==> src/rtl/conv_pkg.sv <==
// conv_pkg: shared constants, kernel word count and loader state encoding for conv3d blocks
package conv_pkg;
  localparam int DATA_WIDTH = 32;
  function automatic int kwords(input int chanel);
    return 9 * chanel + 1;
  endfunction
  typedef enum logic [2:0] {IDLE, CLEAR, STREAM, WAIT_ACK, DONE} loader_state_t;
endpackage

==> src/rtl/conv_kernel_loader.sv <==
// conv_kernel_loader: streams one filter's weights and bias from a sync-read ROM into a conv3d block
module conv_kernel_loader
  import conv_pkg::*;
#(
  parameter int CHANEL = 4,
  parameter int NUM_FILTER = 8,
  parameter int ADDR_WIDTH = 10,
  parameter int BASE_ADDR = 0,
  parameter int TIMEOUT = 64
) (
  input  logic                              clk,
  input  logic                              resetn,
  input  logic                              start,
  // one spare code so an out-of-range request can be represented and reported
  input  logic [$clog2(NUM_FILTER+1)-1:0]   filter_sel,
  output logic                              mem_rd_en,
  output logic [ADDR_WIDTH-1:0]             mem_addr,
  input  logic [DATA_WIDTH-1:0]             mem_rd_data,
  output logic                              target_resetn,
  output logic                              load_kernel,
  output logic [DATA_WIDTH-1:0]             kernel,
  input  logic                              load_kernel_done,
  output logic                              busy,
  output logic                              done,
  output logic                              error
);
  localparam int KWORDS = kwords(CHANEL);
  localparam int SW = $clog2(NUM_FILTER + 1);
  localparam int IW = $clog2(KWORDS + 1);
  localparam int TW = $clog2(TIMEOUT + 1);

  if (BASE_ADDR + NUM_FILTER * KWORDS > (1 << ADDR_WIDTH)) begin : g_addr_overflow
    $error("conv_kernel_loader: weight ROM layout exceeds ADDR_WIDTH");
  end

  loader_state_t state, state_nx;
  logic [IW-1:0] wcnt;
  logic [TW-1:0] tcnt;
  logic [ADDR_WIDTH-1:0] base_q;
  logic [DATA_WIDTH-1:0] kernel_q;
  logic in_rst;
  logic bad_sel, accept, last_word, timed_out;

  assign bad_sel = filter_sel >= SW'(NUM_FILTER);
  assign accept = state == IDLE && start && !bad_sel;
  assign last_word = wcnt == IW'(KWORDS - 1);
  assign timed_out = tcnt == TW'(TIMEOUT - 1);

  always_ff @(posedge clk) begin
    if (!resetn) state <= IDLE;
    else state <= state_nx;
  end

  always_comb begin
    state_nx = state;
    case (state)
      IDLE:     state_nx = accept ? CLEAR : IDLE;
      CLEAR:    state_nx = wcnt == IW'(1) ? STREAM : CLEAR;
      STREAM:   state_nx = last_word ? WAIT_ACK : STREAM;
      WAIT_ACK: state_nx = load_kernel_done ? DONE : timed_out ? IDLE : WAIT_ACK;
      default:  state_nx = IDLE;
    endcase
  end

  always_comb begin
    mem_rd_en = state == STREAM;
    mem_addr = mem_rd_en ? base_q + ADDR_WIDTH'(wcnt) : '0;
    busy = state inside {CLEAR, STREAM, WAIT_ACK};
    done = state == DONE;
    // conv block stays cleared while the loader itself is in reset
    target_resetn = !in_rst && state != CLEAR;
    kernel = load_kernel ? mem_rd_data : kernel_q;
  end

  always_ff @(posedge clk) begin
    if (!resetn) begin
      in_rst <= 1'b1;
      wcnt <= '0;
      tcnt <= '0;
      base_q <= '0;
      kernel_q <= '0;
      load_kernel <= 1'b0;
      error <= 1'b0;
    end else begin
      in_rst <= 1'b0;
      wcnt <= (state == CLEAR || state == STREAM) && state_nx == state ? wcnt + 1'b1 : '0;
      tcnt <= state == WAIT_ACK ? tcnt + 1'b1 : '0;
      base_q <= accept ? ADDR_WIDTH'(BASE_ADDR + 32'(filter_sel) * KWORDS) : base_q;
      kernel_q <= kernel;
      load_kernel <= mem_rd_en;
      error <= state == IDLE && start ? bad_sel
             : state == WAIT_ACK && timed_out && !load_kernel_done ? 1'b1 : error;
    end
  end
endmodule
==> config.mk <==
export PLATFORM = sky130hd
export DESIGN_NAME = conv_kernel_loader
export DESIGN_NICKNAME = d
export VERILOG_FILES = /design/src/rtl/conv_pkg.sv /design/src/rtl/conv_kernel_loader.sv
export SDC_FILE = /design/constraint.sdc
export NUM_CORES = 1
export LEC_CHECK = 0
export BUFFER_PORTS_ARGS = -buffer_cell sky130_fd_sc_hd__buf_4
export CAP_MARGIN = 20
export CORE_UTILIZATION = 30
export CTS_CLUSTER_DIAMETER = 50
export CTS_CLUSTER_SIZE = 14
export DETAILED_ROUTE_END_ITERATION = 8
export PLACE_DENSITY = 0.58
export SLEW_MARGIN = 15
export SYNTH_ARGS = -nofsm -noshare
export SYNTH_HDL_FRONTEND = slang
export SYNTH_SLANG_ARGS = --single-unit
==> constraint.sdc <==
create_clock -name clk -period 2.3 [get_ports clk]
set_input_delay 0.23 -clock clk [delete_from_list [all_inputs] [get_ports clk]]
set_output_delay 0.23 -clock clk [all_outputs]
set_load 0.01 [all_outputs]
==> flow_summary.json <==
{
  "outcome": "finished, violations left",
  "violations": "negative setup slack",
  "synth-edff-count": 0,
  "slowest_stage": "dfxtp_2",
  "grt_max_degree": 36,
  "std_cell_rows": 35,
  "power.total_uw": 2350,
  "grt_pass1_vias": 2178,
  "clockRootBuffer": "clkbuf_8",
  "syn_nets": 368,
  "drt_wl_total_um": 6460,
  "cts_tree": "done",
  "area_delta_synth_final_pct": 36.6,
  "die_x_um": 101,
  "rsz0062_at_grt": "true",
  "hold_buffers": 0,
  "synth_ff_type": "dfxtp_1",
  "seq_area_frac_synth_pct": 41.3,
  "crit_buf_inv": 2,
  "place.gp.congestion": 0.824,
  "port-buffer-count": 87,
  "setup_ws_ns": -0.0567,
  "slew_headroom_pct": 67.2,
  "syn_area_mm2": 0.00296,
  "numClockSinks": 61,
  "whs_ns": 0.124,
  "final_nets": 462,
  "crit_fanout": 3,
  "post-place-ws_ns": 0.153,
  "fmax_mhz": 424,
  "grt_pass1_wl_um": 10100,
  "track_usage_pct": 12.7,
  "crit_path_cell_trace": "ha_4 -> inv_2 -> fa_2 -> nor2b_4 -> o31a_1 -> o21a_1 -> o21a_1 -> nor3_2 -> buf_4",
  "wl_per_cell_um": 12.0,
  "clk_path_buf_depth": 2,
  "timing.final.hold_violations": 0,
  "worst_path_most_repeated_cell": "o21a_1",
  "utilization_pct": 43.0,
  "synthCells": 309,
  "drive_gt1_share_pct": 39.5,
  "p_sw_uw": 549,
  "clk_pin_slew_ns": 0.07,
  "p_leak_uw": 0.00179,
  "antenna_found_initial": 0,
  "clkPwrFrac_pct": 44.8,
  "worstMarginPinSlew_ns": 0.487,
  "clk_latency_ns": 0.34,
  "die_h_um": 101,
  "ys_seq_elements": 61,
  "maxCapViolCount": 0,
  "setup_viol": 1,
  "ys_async_sr_fraction_pct": 0,
  "power_frac_comb_pct": 8.8,
  "remaining_drc_errors": 0,
  "min_period_ns": 2.36,
  "peakVddDrop_mv": 0.288,
  "slowest_delay_ns": 0.34,
  "finalInstanceArea_mm2": 0.00405,
  "io_pins": 88,
  "diodes": 0,
  "start_util_pct": 31.4,
  "worstHoldPathType": "input pin to flip-flop",
  "critPathKind": "flip-flop to output pin",
  "p_int_uw": 1800,
  "power.share.sequential_pct": 46.4,
  "grt-ovfl-total": 0,
  "avgSynthCellArea_um2": 9.58,
  "synth_warnings": 0,
  "sw_frac_of_total_pct": 23.4,
  "dpl_cell_area_mm2": 0.00372,
  "dieArea_mm2": 0.0103,
  "htree_levels": 3,
  "path_delay_family": "compound AO/OA/AOI/OAI gates",
  "drtIter0Drc": 36,
  "firstDrtPassIters": 4,
  "crit_path_start_kind": "flip-flop",
  "cts_buffers": 9,
  "slew_viol_final": 0,
  "core_area_mm2": 0.00942,
  "worstSetupEndpointType": "output pin",
  "antenna_left": 0,
  "viasPerCell": 4.44,
  "hpwl_um": 4750,
  "power.density_mw_per_mm2": 581,
  "required_ns": 2.07,
  "crit_arrival_ns": 2.13,
  "yosysUniqueCellTypes": 40,
  "finalCritPeriodShare_pct": 102,
  "clock_skew_ns": 0.0130,
  "vias": 2383
}
-- area by class of cell --
cell class,instances,area (um2)
clock buffers,9,124
clock inverters,7,96.3
fillers,950,5370
inverters,11,41.3
multi-input cells,225,1680
flip-flops and latches,61,1230
well taps,129,161
repair buffers,95,713
-- cells by family after synthesis --
logic type / Yosys count / synth area share (%)
compound gates: 35 / 8.37
mux: 32 / 12.2
fa+ha+maj: 19 / 8.28
flops: 61 / 41.3
buf+inv: 23 / 3.80
simple gates: 124 / 21.7
xor+xnor: 15 / 4.44
-- power groups by stage --
stage	combinational, uW	clock (uW)	sequential (uW)
after floorplan	116	0	1110
after global placement	200	0	1110
after detailed placement	203	0	1110
after CTS	206	1090	1090
after global routing	231	1140	1090
final	206	1050	1090
-- cell usage after synthesis (2+ instances only) --
master	n	share of area [%]
dfxtp_1	61	41
nor2_1	35	4.4
buf_2	3	0.51
xnor2_1	7	2.1
inv_1	10	1.3
nand2_1	22	2.8
xor2_1	8	2.4
o21a_1	3	0.76
a31oi_1	2	0.42
mux2_2	27	10
nand3_1	9	1.5
a21oi_1	10	1.7
o31ai_1	2	0.51
a211oi_1	3	0.76
clkbuf_1	6	0.76
buf_6	3	1.1
nor2b_1	4	0.85
ha_1	18	7.6
a21o_1	2	0.51
or3_1	2	0.42
and3_1	2	0.42
and2_1	34	7.2
nand2b_1	3	0.63
nor3_1	8	1.4
mux2_1	5	1.9
o21ai_0	6	1.0
-- stage by stage --
step,cells,setup TNS (ns)
6_report,537,-0.0567
5_1_grt,537,-0.320
4_1_cts,534,-0.0181
3_5_place_dp,515,0
3_3_place_gp,515,0
2_1_floorplan,309,0
-- final timing paths --
path / start / end / slack (ns) / cells after the start
min reg2reg: tcnt[0] / tcnt[0] / 0.46 / 1
min: load_kernel_done / state[2] / 0.12 / 3
max: wcnt[0] / mem_addr[6] / -0.06 / 9
max reg2reg: wcnt[0] / wcnt[2] / 0.53 / 8
-- layout by cell type (no fill, tap or decap), types with 2 or more instances in the layout --
master	instances
buf_4	95
dfxtp_1	56
nor2_1	35
and2_1	34
mux2_2	27
nand2_1	22
ha_1	16
a21oi_1	10
inv_1	9
nand3_1	9
clkbuf_8	9
xor2_1	8
xnor2_1	7
nor3_1	6
mux2_1	5
o21ai_0	5
dfxtp_2	5
o21a_1	3
nor3_2	3
nor2b_1	3
nand2b_1	3
inv_2	2
or3_1	2
a211oi_2	2
a21o_1	2
a211oi_1	2
and3_1	2
a31oi_1	2
ha_4	2
bufinv_16	2
inv_6	2
clkinv_2	2
-- worst min-delay path, stage by stage --
cell and delay, ns:
buf_4 0.08, inv_1 0.03, nor2_1 0.08
-- sequential cells by signal, summed over array words and instances, names as in the netlist --
name         flops
base_q          10
kernel_q        32
tcnt             7
wcnt             6
error            1
in_rst           1
state            3
load_kernel      1
-- timing repair --
| action | in CTS | in global routing |
|---|---|---|
| buffers inserted | 3 | 3 |
| endpoints found under the hold margin | 0 | 0 |
| resized for setup | 11 | 6 |
| pin swaps | 3 | 6 |
| setup endpoints to repair | 2 | 6 |
-- routing by layer --
layer  part of all wire [%]  GRT usage [%]
met1                     44           14.8
met2                     52           22.5
met3                    3.4           3.24
met4                    1.0           4.35
met5                      0              0
No activity file was read; power rests on OpenSTA's default activity.
